===== src/rtl/regfile_wr_arbiter.sv =====
// Register-file write-port arbiter: pipeline writeback first, then A/B round-robin,
// with a starvation stall request. Define REGFILE_ARB_STATS_EN to build grant counters.
module regfile_wr_arbiter #(
    parameter int STARVE_LIMIT = 16
) (
    input  logic        in_clk,
    input  logic        in_rst,
    input  logic        in_wb_wena,
    input  logic [4:0]  in_wb_addr,
    input  logic [31:0] in_wb_data,
    input  logic        in_a_valid,
    input  logic [4:0]  in_a_addr,
    input  logic [31:0] in_a_data,
    output logic        out_a_ready,
    input  logic        in_b_valid,
    input  logic [4:0]  in_b_addr,
    input  logic [31:0] in_b_data,
    output logic        out_b_ready,
    output logic        out_rd_wena,
    output logic [4:0]  out_rd_addr,
    output logic [31:0] out_rd_data,
    output logic        out_stall_req,
    output logic [15:0] out_grant_cnt_a,
    output logic [15:0] out_grant_cnt_b
);

    localparam logic [7:0] LIMIT = 8'(STARVE_LIMIT);

    typedef struct packed {
        logic        vld;
        logic [4:0]  addr;
        logic [31:0] data;
    } wr_req_t;

    logic    rr;
    logic    a_xfer, b_xfer, sec_xfer, sec_pend;
    logic [7:0] wait_cnt;
    wr_req_t win;

    // Ready doubles as the transfer strobe since it already includes valid.
    always_comb begin
        out_a_ready = !in_rst && !in_wb_wena && in_a_valid && (!rr || !in_b_valid);
        out_b_ready = !in_rst && !in_wb_wena && in_b_valid && (rr || !in_a_valid);
        a_xfer      = out_a_ready;
        b_xfer      = out_b_ready;
        sec_xfer    = a_xfer || b_xfer;
        sec_pend    = in_a_valid || in_b_valid;
        win         = '0;
        if (in_wb_wena)
            win = '{vld: 1'b1, addr: in_wb_addr, data: in_wb_data};
        else if (a_xfer)
            win = '{vld: 1'b1, addr: in_a_addr, data: in_a_data};
        else if (b_xfer)
            win = '{vld: 1'b1, addr: in_b_addr, data: in_b_data};
    end

    always_ff @(posedge in_clk or posedge in_rst) begin
        if (in_rst) begin
            out_rd_wena <= 1'b0;
            out_rd_addr <= '0;
            out_rd_data <= '0;
        end else begin
            // r0 writes still complete the handshake but never reach the array.
            out_rd_wena <= win.vld && (win.addr != 5'd0);
            if (win.vld) begin
                out_rd_addr <= win.addr;
                out_rd_data <= win.data;
            end
        end
    end

    always_ff @(posedge in_clk or posedge in_rst) begin
        if (in_rst) begin
            rr            <= 1'b0;
            wait_cnt      <= '0;
            out_stall_req <= 1'b0;
        end else begin
            if (a_xfer)
                rr <= 1'b1;
            else if (b_xfer)
                rr <= 1'b0;

            if (sec_xfer || !sec_pend)
                wait_cnt <= '0;
            else if (wait_cnt != LIMIT)
                wait_cnt <= wait_cnt + 8'd1;

            out_stall_req <= (wait_cnt == LIMIT) && sec_pend && !sec_xfer;
        end
    end

`ifdef REGFILE_ARB_STATS_EN
    logic [15:0] cnt_a, cnt_b;

    always_ff @(posedge in_clk or posedge in_rst) begin
        if (in_rst) begin
            cnt_a <= '0;
            cnt_b <= '0;
        end else begin
            if (a_xfer && cnt_a != 16'hFFFF)
                cnt_a <= cnt_a + 16'd1;
            if (b_xfer && cnt_b != 16'hFFFF)
                cnt_b <= cnt_b + 16'd1;
        end
    end

    assign out_grant_cnt_a = cnt_a;
    assign out_grant_cnt_b = cnt_b;
`else
    assign out_grant_cnt_a = '0;
    assign out_grant_cnt_b = '0;
`endif

endmodule


===== config.mk =====
export PLATFORM = sky130hd
export DESIGN_NAME = regfile_wr_arbiter
export DESIGN_NICKNAME = d
export VERILOG_FILES = /design/src/rtl/regfile_wr_arbiter.sv
export SDC_FILE = /design/constraint.sdc
export NUM_CORES = 1
export LEC_CHECK = 0
export BUFFER_PORTS_ARGS = -buffer_cell sky130_fd_sc_hd__buf_2
export CAP_MARGIN = 40
export CORE_MARGIN = 10
export CORE_UTILIZATION = 44
export CTS_BUF_LIST = sky130_fd_sc_hd__clkbuf_16
export DETAILED_ROUTE_END_ITERATION = 10
export PLACE_DENSITY = 0.86
export SLEW_MARGIN = 20
export SYNTH_ARGS = -nofsm -noshare
export SYNTH_HDL_FRONTEND = slang
export SYNTH_SLANG_ARGS = --single-unit

===== constraint.sdc =====
create_clock -name in_clk -period 3.54 [get_ports in_clk]
set_input_delay 0.354 -clock in_clk [delete_from_list [all_inputs] [get_ports in_clk]]
set_output_delay 0.354 -clock in_clk [all_outputs]
set_load 0.02 [all_outputs]

## After elaboration in Yosys (flattened, before gate mapping)

Cells that the tools add are included.

- Memories kept: 0
- Bits in latches: 0
- ROM bits: 0
- Register bits after elaboration: 48
- Bits in writable memories: 0
- Logic and storage cells: 39
- Bits of input ports: 116
- Output and inout port bits: 73

- Equal/unequal tests: 2
- $lt $le $gt $ge: 0
- $add $sub $neg: 1
- Shift-type cells: 0
- Divide/modulo/power cells: 0
- Mux-type cells: 7
- Reduce and logical (&&, ||, !) cells: 23
- Multiply operators: 0
- Bitwise logic cells: 0

Operator list:

| cell | count |
|---|---|
| 2-to-1 mux 38 bit | 3 |
| 2-to-1 mux 8 bit | 2 |
| adder 8 x 1 -> 8 bit, second input constant | 1 |
| equality test 8 x 5 -> 1 bit, second input constant | 1 |
| logical AND 1 bit | 8 |
| inequality test 8 x 5 -> 1 bit, second input constant | 1 |
| logical NOT 1 bit | 7 |
| logical OR 1 bit | 5 |
| nonzero test 5 bit | 1 |
| nonzero test 2 bit | 2 |
| 2-to-1 mux 1 bit | 2 |

## Logic depth before layout (Yosys ltp)

Gate-level depths: netlist of run 1.

- Depth in word-level cells: 9
- Gate-level depth with buffers: 7

## Least setup slack after synthesis of run 1

OpenSTA, ideal clock, no wires.

- Kind: in2out
- Start: in in_wb_wena
- End: out out_b_ready
- Required time: 3.186 ns
- Arrival time: 1.413 ns
- Stages: 5
- Path buffers: 3
- Setup slack: 1.773 ns
- Path through: buf_4 > or3b_2 > nor2_1 > buf_4 > buf_6

- Cells in the longest elaborated chain, start to end: 4

Ends and longest elaborated chain:

| element | line | source |
|---|---|---|
| start: declaration | 8 | `input logic in_wb_wena,` |
| logical NOT 1 bit | 43 | `out_b_ready = !in_rst && !in_wb_wena && in_b_valid && (rr \|\| !in_a_valid);` |
| logical AND 1 bit (3 in a row) | 43 |  |
| end: declaration | 18 | `output logic out_b_ready,` |

Every way passes these cells.

## Worst setup path in the final report of run 1

Ends and elaborated chain as after synthesis.

==> impl_metrics.env, run 1 <==
export IMPL_status="complete, no violations"
export IMPL_grtUsageTotal_pct=17.2
export IMPL_hold_violations=0
export IMPL_seq_area_um2=1200
export IMPL_yosysWarnings=0
export IMPL_yosysUniqueCellTypes=31
export IMPL_finalClockSkew_ps=8.38
export IMPL_cts_sinks=48
export IMPL_syn_area_um2=2550
export IMPL_p_leak_nw=1.77
export IMPL_cp_required_ps=3190
export IMPL_clockBufferDepth=2
export IMPL_syn_area_per_cell_um2=10.3
export IMPL_final_setup_tns_ps=0
export IMPL_rrSetupSlack_ps=1680
export IMPL_grt_max_degree=39
export IMPL_end_kind="output pin"
export IMPL_antenna_found_initial=1
export IMPL_detail_route_iter0_violations=118
export IMPL_maxCapViolations=0
export IMPL_via_count=2501
export IMPL_drive_gt1_share_pct=43.8
export IMPL_routed_wl_um=8430
export IMPL_min_period_ps=2140
export IMPL_overflow=0
export IMPL_arrival_ps=1780
export IMPL_reg2reg_depth=6
export IMPL_ys_ff_latch=48
export IMPL_nets=517
export IMPL_grt_pass1_vias=2710
export IMPL_die_area_um2=9250
export IMPL_coreArea_um2=5570
export IMPL_dp_slack_ps=1220
export IMPL_fin_crit_sh_pct=60.4
export IMPL_startpoint_type="primary input"
export IMPL_post_dp_cell_area_um2=3260
export IMPL_netlist_area_leader_share_pct=47.1
export IMPL_worstPathMaxFanout=27
export IMPL_grt_pass1_wl_um=12900
export IMPL_hold_path_class="in -> async"
export IMPL_rsz0062_at_grt="false"
export IMPL_cts_htree_levels=2
export IMPL_crit_path_start="in_wb_wena"
export IMPL_start_util_pct=45.8
export IMPL_postCtsHoldBufs=0
export IMPL_cts_setup_buffers=0
export IMPL_cts_reportedPaths_clkPinSlew_ps=60
export IMPL_setup_violations=0
export IMPL_drtAntennaViolNets=0
export IMPL_synth_edff_count=0
export IMPL_synth_area_leaders="dfrtp_1 (47%), buf_4 (10%), a221o_1 (5.9%), a22oi_1 (5.9%), a22o_1 (5.5%)"
export IMPL_cts_resized=0
export IMPL_rows=27
export IMPL_clockRootBuffer="clkbuf_16"
export IMPL_ir_drop_mv=0.247
export IMPL_crit_type="in -> out"
export IMPL_cts_tree="yes"
export IMPL_worst_slack_ps=1400
export IMPL_die_y_um=96.2
export IMPL_max_freq_mhz=468
export IMPL_ys_flop_type="dfrtp_1"
export IMPL_tightest_slew_ps=723
export IMPL_yosysSeqAreaShare_pct=47.1
export IMPL_design_area_um2=3400
export IMPL_via_per_inst=5.29
export IMPL_area_delta_synth_final_pct=33.2
export IMPL_synthTopCellsByCount="dfrtp_1 (48), buf_4 (35), a22oi_1 (20)"
export IMPL_drt_pass1_iterations=4
export IMPL_worstReg2RegEnd="out_rd_wena$_DFF_PP0_"
export IMPL_synth_most_common_cell="dfrtp_1"
export IMPL_num_fill_cells=499
export IMPL_io_buffers=156
export IMPL_powerDensity_nw_per_um2=427
export IMPL_relSlewSlack_pct=51.5
export IMPL_wire_per_inst_um=17.8
export IMPL_synth_cells=247
export IMPL_numCtsBuffers=5
export IMPL_ys_async_sr_fraction_pct=100
export IMPL_drv_slew=0
export IMPL_drc=0
export IMPL_hpwl_um=6740
export IMPL_die_width_um=96.2
export IMPL_clock_latency_ps=280
export IMPL_reg2reg_from="rr$_DFFE_PP0N_"
export IMPL_endpoint="out_b_ready"
export IMPL_gp_congestion=0.845
export IMPL_multi_input_area_um2=1110
export IMPL_synth_top_cell_by_area="dfrtp_1"
export IMPL_io_pins=189
[worst min path at each step]
stage          cells past startpoint                          end  slack (ps)                  startpoint
2_1_floorplan                      2   out_rd_addr[1]$_DFFE_PP0P_         490                in_a_addr[1]
3_3_place_gp                       1   out_rd_addr[4]$_DFFE_PP0P_         460  out_rd_addr[4]$_DFFE_PP0P_
3_5_place_dp                       2               rr$_DFFE_PP0N_         460                      in_rst
4_1_cts                            2               rr$_DFFE_PP0N_         150                      in_rst
5_1_grt                            2  out_rd_data[24]$_DFFE_PP0P_         190                      in_rst
6_report                           2               rr$_DFFE_PP0N_         150                      in_rst
[critical path: stages]
cell and delay, ps:
buf_2 260, or3b_2 560, nor2_2 120, buf_4 270, buf_2 220
[layout by cell type, fill, tap and decap left out, drive strengths merged]
master  netlist  routed
or4           1       1
a222oi        1       1
a21o          3       3
or3b          1       1
nor2         16      16
nor4b         1       1
ha            2       2
a221oi        1       1
conb          1      32
a21oi        19      19
o21ai         1       1
inv           4       6
xnor2         2       2
nand2        10      10
a22o         16      16
xor2          4       4
nand3         7       7
and3          3       3
mux2          1       1
clkbuf       10       5
nor2b         1       1
a22oi        20      20
dfrtp        48      48
diode         0       1
clkinv        1       2
buf          39     163
o22ai        18      18
a221o        15      15
nor3          1       1
[per-layer routing]
layer | track usage (%) | vias to the layer above | part of all wire [%]
met2 | 29.6 | 138 | 50
li1 | - | 1169 | -
met5 | 0 | - | 0
met4 | 4.05 | 0 | 0.93
met1 | 20.2 | 1184 | 38
met3 | 5.99 | 10 | 11
[cell families after synthesis]
kind of cell,share of synthesized area (%)
DFF,47.1
muxes,0.441
xor gates and xnor gates,2.06
buffers and inverters,14.3
and+or+nand+nor,7.84
adders and majority gates,0.980
other,0.147
AOI/OAI and AO/OA,27.2
[report_power, final]
| part | leakage (nW) | internal [mW] | total (mW) | switching [mW] |
|---|---|---|---|---|
| Sequential | 0.582 | 0.606 | 0.639 | 0.0339 |
| Clock | 0.0738 | 0.254 | 0.434 | 0.180 |
| Combinational | 1.11 | 0.151 | 0.378 | 0.227 |
[registers in the layout, summed over array words and instances (netlist names)]
register / count
rr: 1
out_rd_wena: 1
out_rd_addr: 5
out_rd_data: 32
wait_cnt: 8
out_stall_req: 1
[cell type report]
type / instances / share of cell area [%]
inverter: 5 / 0.552
timing repair buffer: 163 / 24.9
multi-input combinational: 176 / 32.5
clock buffer: 5 / 3.68
clock inverter: 3 / 0.331
tap: 72 / 2.65
antenna: 1 / 0.0736
sequential: 48 / 35.3
[per-stage QoR]
stage / std cells / utilization, % / power, mW / hold WS [ps]
finish: 473 / 61.0 / 1.45 / 146
global route: 473 / 61.0 / 1.53 / 194
CTS: 472 / 61.0 / 1.47 / 152
detailed placement: 464 / 58.5 / 1.03 / 463
global placement: 462 / 58.0 / 1.01 / 461
floorplan: 278 / - / 0.899 / 488
(Power assumes the default switching activity.)
==> inputs of run 2 (changes only) <==
- CORE_UTILIZATION: 44 -> 37
- PLACE_DENSITY: 0.86 -> 0.77
- clock period: 3.54 -> 1.9 ns (I/O delays scaled with it)
==> run 2 against run 1 <==
The flow now finishes with violations (hold timing). Sequential share of layout area decreased by 0.45 points. Combinational power up 88%. Setup slack got worse by 1300 ps. Routed wire length is 1.7% higher. First-iteration DRC count shrank 40%. Register-to-register slack worse by 1500 ps. Die area up 15%. Non-clock buffer count grew 6. Via count grew 0.20%. Largest power group unchanged. Highest routed layer unchanged.
==> impl_metrics.env, run 2 (synthesis results as in run 1) <==
export IMPL_reg2reg_depth=5
export IMPL_start_util_pct=37.8
export IMPL_fin_crit_sh_pct=93.8
export IMPL_die_area_um2=10600
export IMPL_grtUsageTotal_pct=14.8
export IMPL_via_per_inst=5.16
export IMPL_reg2reg_from="rr$_DFFE_PP0N_"
export IMPL_die_width_um=103
export IMPL_violations="hold timing"
export IMPL_worstPathMaxFanout=13
export IMPL_finalClockSkew_ps=10.8
export IMPL_finish_utilization_pct=51.0
export IMPL_status="finished, violations left"
export IMPL_largest_register_ffs=32
export IMPL_rrSetupSlack_ps=220
export IMPL_overflow=0
export IMPL_drc=0
export IMPL_critical_path_max_stage_delay_ps=470
export IMPL_power_mw=2.74
export IMPL_antenna_found_initial=0
export IMPL_reg_top3="out_rd_data x32, wait_cnt x8, out_rd_addr x5"
export IMPL_wl_met1_um=3440
export IMPL_slowest_stage="or3b_2"
export IMPL_hold_ws_ps=-13.8
export IMPL_io_buffers=156
export IMPL_end_kind="output pin"
export IMPL_drv_slew=0
export IMPL_drt_pass1_iterations=5
export IMPL_hold_violations=9
export IMPL_route_met2_wl_um=4260
export IMPL_grt_pass1_wl_um=12600
export IMPL_die_y_um=103
export IMPL_crit_top_cell="buf_2"
export IMPL_cts_tree="yes"
export IMPL_nets=523
export IMPL_maxCapViolations=0
export IMPL_ir_drop_mv=0.423
export IMPL_hpwl_um=6930
export IMPL_startpoint_type="primary input"
export IMPL_grt_max_degree=34
export IMPL_max_freq_mhz=561
export IMPL_io_pins=189
export IMPL_area_delta_synth_final_pct=35.0
export IMPL_cts_setup_buffers=0
export IMPL_powerDensity_nw_per_um2=797
export IMPL_detail_route_iter0_violations=71
export IMPL_top_layer="met4"
export IMPL_endpoint="out_b_ready"
export IMPL_drtAntennaViolNets=0
export IMPL_arrival_ps=1590
export IMPL_crit_family="simple AND/OR/NAND/NOR gates"
export IMPL_wire_per_inst_um=17.6
export IMPL_hold_path_class="in -> async"
export IMPL_clock_latency_ps=290
export IMPL_clockBufferDepth=2
export IMPL_wl_met3_um=787
export IMPL_via_count=2506
export IMPL_cp_required_ps=1710
export IMPL_crit_type="in -> out"
export IMPL_rows=30
export IMPL_mostFrequentLayoutCells="buf_2 (156), dfrtp_1 (48), conb_1 (32)"
export IMPL_final_setup_tns_ps=0
export IMPL_min_period_ps=1780
export IMPL_setup_violations=0
export IMPL_worstPathCellList="buf_2 -> or3b_2 -> nor2_2 -> buf_4 -> buf_2"
export IMPL_numCtsBuffers=5
export IMPL_drive_gt1_share_pct=44.8
export IMPL_cts_reportedPaths_clkPinSlew_ps=70
export IMPL_clockRootBuffer="clkbuf_16"
export IMPL_grt_pass1_vias=2656
export IMPL_routed_wl_um=8570
export IMPL_antenna_cells=0
export IMPL_gp_congestion=0.844
export IMPL_cts_resized=0
export IMPL_cts_sinks=48
export IMPL_postCtsHoldBufs=0
export IMPL_cts_htree_levels=2
export IMPL_regMostFlops="out_rd_data"
export IMPL_worst_path_stages=5
export IMPL_p_leak_nw=1.79
export IMPL_rsz0062_at_grt="false"
export IMPL_coreArea_um2=6760
export IMPL_worstReg2RegEnd="out_rd_wena$_DFF_PP0_"
export IMPL_final_common_cell="buf_2"
export IMPL_path_buf_inv=3
export IMPL_crit_path_start="in_rst"
-- run 2: cell types whose count changed in the layout (fill, tap and decap cells not counted), sizes merged --
cell,change
diode,-1
inv,-1
clkinvlp,+1
buf,+6
-- run 2: through the flow --
step           setup slack, ps  cell area (µm²)  cells
5_1_grt                   28.3             3440    486
3_3_place_gp               169             3300    478
4_1_cts                    100             3440    486
2_1_floorplan              299             2670    278
3_5_place_dp               101             3300    478
6_report                   117             3440    486
-- run 2: worst min-delay path by stage --
| stage | start | end | depth (start not counted) |
|---|---|---|---|
| global route | in_rst | rr$_DFFE_PP0N_ | 2 |
| global placement | in_rst | rr$_DFFE_PP0N_ | 2 |
| CTS | in_rst | rr$_DFFE_PP0N_ | 2 |
| floorplan | in_a_addr[1] | out_rd_addr[1]$_DFFE_PP0P_ | 2 |
| detailed placement | in_rst | rr$_DFFE_PP0N_ | 2 |
| finish | in_rst | rr$_DFFE_PP0N_ | 2 |
-- run 2: final cells by class --
class / instances / area, µm²
clock inverter: 3 / 15.0
sequential: 48 / 1200
multi-input combinational: 176 / 1110
timing repair buffer: 169 / 878
inverter: 5 / 18.8
fill: 643 / 3310
clock buffer: 5 / 125
tap: 80 / 100
-- run 2: power breakdown --
group / internal (mW) / switching [mW] / total [mW]
Combinational: 0.288 / 0.421 / 0.709
Clock: 0.478 / 0.365 / 0.844
Sequential: 1.13 / 0.0644 / 1.19
Total: 1.89 / 0.851 / 2.74
-- run 2: metal layers --
layer  track usage, %  up-vias
met5                0        -
met2             25.7      135
met3             5.03        9
met4             3.53        0
li1                 -     1183
met1             17.1     1179
==> inputs of run 3 (changes only) <==
- clock period: 1.9 -> 1.6 ns (I/O delays scaled with it)
==> run 3 against run 2 <==
The run ends with setup timing left. Die area unchanged. Sequential share of layout area shrank 1.4 points. Final area grew 4.0%. Sequential power up 19%. Clock power grew 39%. Critical path depth did not move. Combinational power up 24%. Routed wire length grew 1.1%. Non-clock buffer count grew 13. Highest routed layer unchanged. Critical endpoint is now out_rd_wena$_DFF_PP0_. Utilization grew 2.1 points.
==> impl_metrics.env, run 3 (synthesis results as in run 1) <==
export IMPL_min_period_ps=1680
export IMPL_rsz0062_at_grt="true"
export IMPL_end_kind="register"
export IMPL_drtAntennaViolNets=0
export IMPL_power_mw=3.46
export IMPL_area_delta_synth_final_pct=40.4
export IMPL_io_pins=189
export IMPL_violations="setup timing"
export IMPL_maxCapViolations=0
export IMPL_hold_violations=0
export IMPL_largest_register_ffs=32
export IMPL_via_count=2545
export IMPL_overflow=0
export IMPL_final_common_cell="buf_2"
export IMPL_cp_required_ps=1750
export IMPL_cts_sinks=48
export IMPL_dp_slack_ps=-111
export IMPL_worstPathCellList="nand2_1 -> and3_4 -> a222oi_1 -> nand3_1 -> or4_1"
export IMPL_grt_pass1_vias=2793
export IMPL_routed_wl_um=8660
export IMPL_grt_pass1_wl_um=12600
export IMPL_reg_top3="out_rd_data x32, wait_cnt x8, out_rd_addr x5"
export IMPL_die_width_um=103
export IMPL_crit_type="reg -> reg"
export IMPL_setup_violations=3
export IMPL_rows=30
export IMPL_path_buf_inv=0
export IMPL_die_y_um=103
export IMPL_regMostFlops="out_rd_data"
export IMPL_clock_latency_ps=280
export IMPL_seq_area_um2=1200
export IMPL_cts_reportedPaths_clkPinSlew_ps=70
export IMPL_detail_route_iter0_violations=95
export IMPL_ir_drop_mv=0.563
export IMPL_gp_congestion=0.812
export IMPL_fin_crit_sh_pct=105
export IMPL_coreArea_um2=6760
export IMPL_powerDensity_nw_per_um2=966
export IMPL_grtUsageTotal_pct=14.8
export IMPL_io_buffers=156
export IMPL_hpwl_um=7010
export IMPL_worstPathMaxFanout=4
export IMPL_antenna_found_initial=0
export IMPL_numCtsBuffers=5
export IMPL_layout_cells_non_filler=499
export IMPL_dp_cells=486
export IMPL_cts_htree_levels=2
export IMPL_wire_per_inst_um=17.4
export IMPL_drc=0
export IMPL_mostFrequentLayoutCells="buf_2 (156), dfrtp_1 (48), conb_1 (32)"
export IMPL_clockBufferDepth=2
export IMPL_postCtsHoldBufs=0
export IMPL_nets=536
export IMPL_finalClockSkew_ps=6.23
export IMPL_hold_path_class="in -> reg"
export IMPL_drt_pass1_iterations=4
export IMPL_drive_gt1_share_pct=47.0
export IMPL_start_util_pct=37.8
export IMPL_cts_tree="yes"
export IMPL_grt_max_degree=34
export IMPL_worst_slack_ps=-83.6
export IMPL_max_freq_mhz=594
export IMPL_die_area_um2=10600
export IMPL_drv_slew=0
export IMPL_clockRootBuffer="clkbuf_16"
export IMPL_arrival_ps=1830
export IMPL_p_leak_nw=1.87
export IMPL_antenna_cells=0
export IMPL_via_per_inst=5.10
export IMPL_crit_family="simple AND/OR/NAND/NOR gates"
export IMPL_num_fill_cells=654
export IMPL_startpoint_type="register"
export IMPL_critical_path_max_stage_delay_ps=420
export IMPL_status="finished, violations left"
export IMPL_multi_input_area_um2=1110
export IMPL_slowest_stage="or4_1"
-- run 3: final timing paths --
| check | from | endpoint | slack, ps | depth (start not counted) |
|---|---|---|---|---|
| min in group asynchronous | in_rst | wait_cnt[2]$_DFFE_PP0P_ | 140 | 4 |
| hold / removal | in_a_data[1] | out_rd_data[1]$_DFFE_PP0P_ | 100 | 2 |
| setup / recovery | rr$_DFFE_PP0N_ | out_rd_wena$_DFF_PP0_ | -80 | 5 |
| setup reg to reg | rr$_DFFE_PP0N_ | out_rd_wena$_DFF_PP0_ | -80 | 5 |
| max in group asynchronous | in_rst | out_rd_addr[2]$_DFFE_PP0P_ | 910 | 5 |
| hold reg to reg | out_rd_addr[0]$_DFFE_PP0P_ | out_rd_addr[0]$_DFFE_PP0P_ | 480 | 2 |
-- run 3: where the power goes --
part	total [mW]	internal (mW)	switching (mW)
logic	0.878	0.370	0.508
clock network	1.17	0.734	0.436
registers	1.42	1.34	0.0760
-- run 3: repair_timing --
item	CTS	global route
resized for setup	4	0
buffers inserted	5	0
setup endpoints to repair	3	4
endpoints found under the hold margin	0	0
pin swaps	1	1
-- run 3: routing by layer --
| layer | part of all wire, % | vias to the layer above | track usage (%) |
|---|---|---|---|
| met5 | 0 | - | 0 |
| met4 | 1.6 | 0 | 4.71 |
| met3 | 9.9 | 14 | 4.96 |
| met2 | 51 | 130 | 27.4 |
| met1 | 37 | 1185 | 15.4 |
| li1 | - | 1216 | - |
-- run 3: worst register-to-register path, delay by kind of cell, from the launching register on --
family	cells	cell delay (ps)
AO/OA/AOI/OAI	1	390
flip-flops	1	380
AND/OR/NAND/NOR	4	770
-- run 3: layout make-up --
cell class | instances | area share (%)
Sequential cell | 48 | 33.5
Clock inverter | 3 | 1.19
Clock buffer | 5 | 3.49
Multi-Input combinational cell | 176 | 30.9
Tap cell | 80 | 2.79
Timing Repair Buffer | 182 | 27.5
Inverter | 5 | 0.524
-- run 3: per-stage QoR --
step | TNS (ps) | area [µm²] | utilization (%) | hold slack [ps]
6_report | -141 | 3580 | 53.0 | 104
2_1_floorplan | -0.925 | 2670 | - | 294
5_1_grt | -369 | 3580 | 53.0 | 101
3_3_place_gp | -187 | 3360 | 49.8 | 389
4_1_cts | -64.7 | 3580 | 53.0 | 96.6
3_5_place_dp | -1670 | 3360 | 49.8 | 395
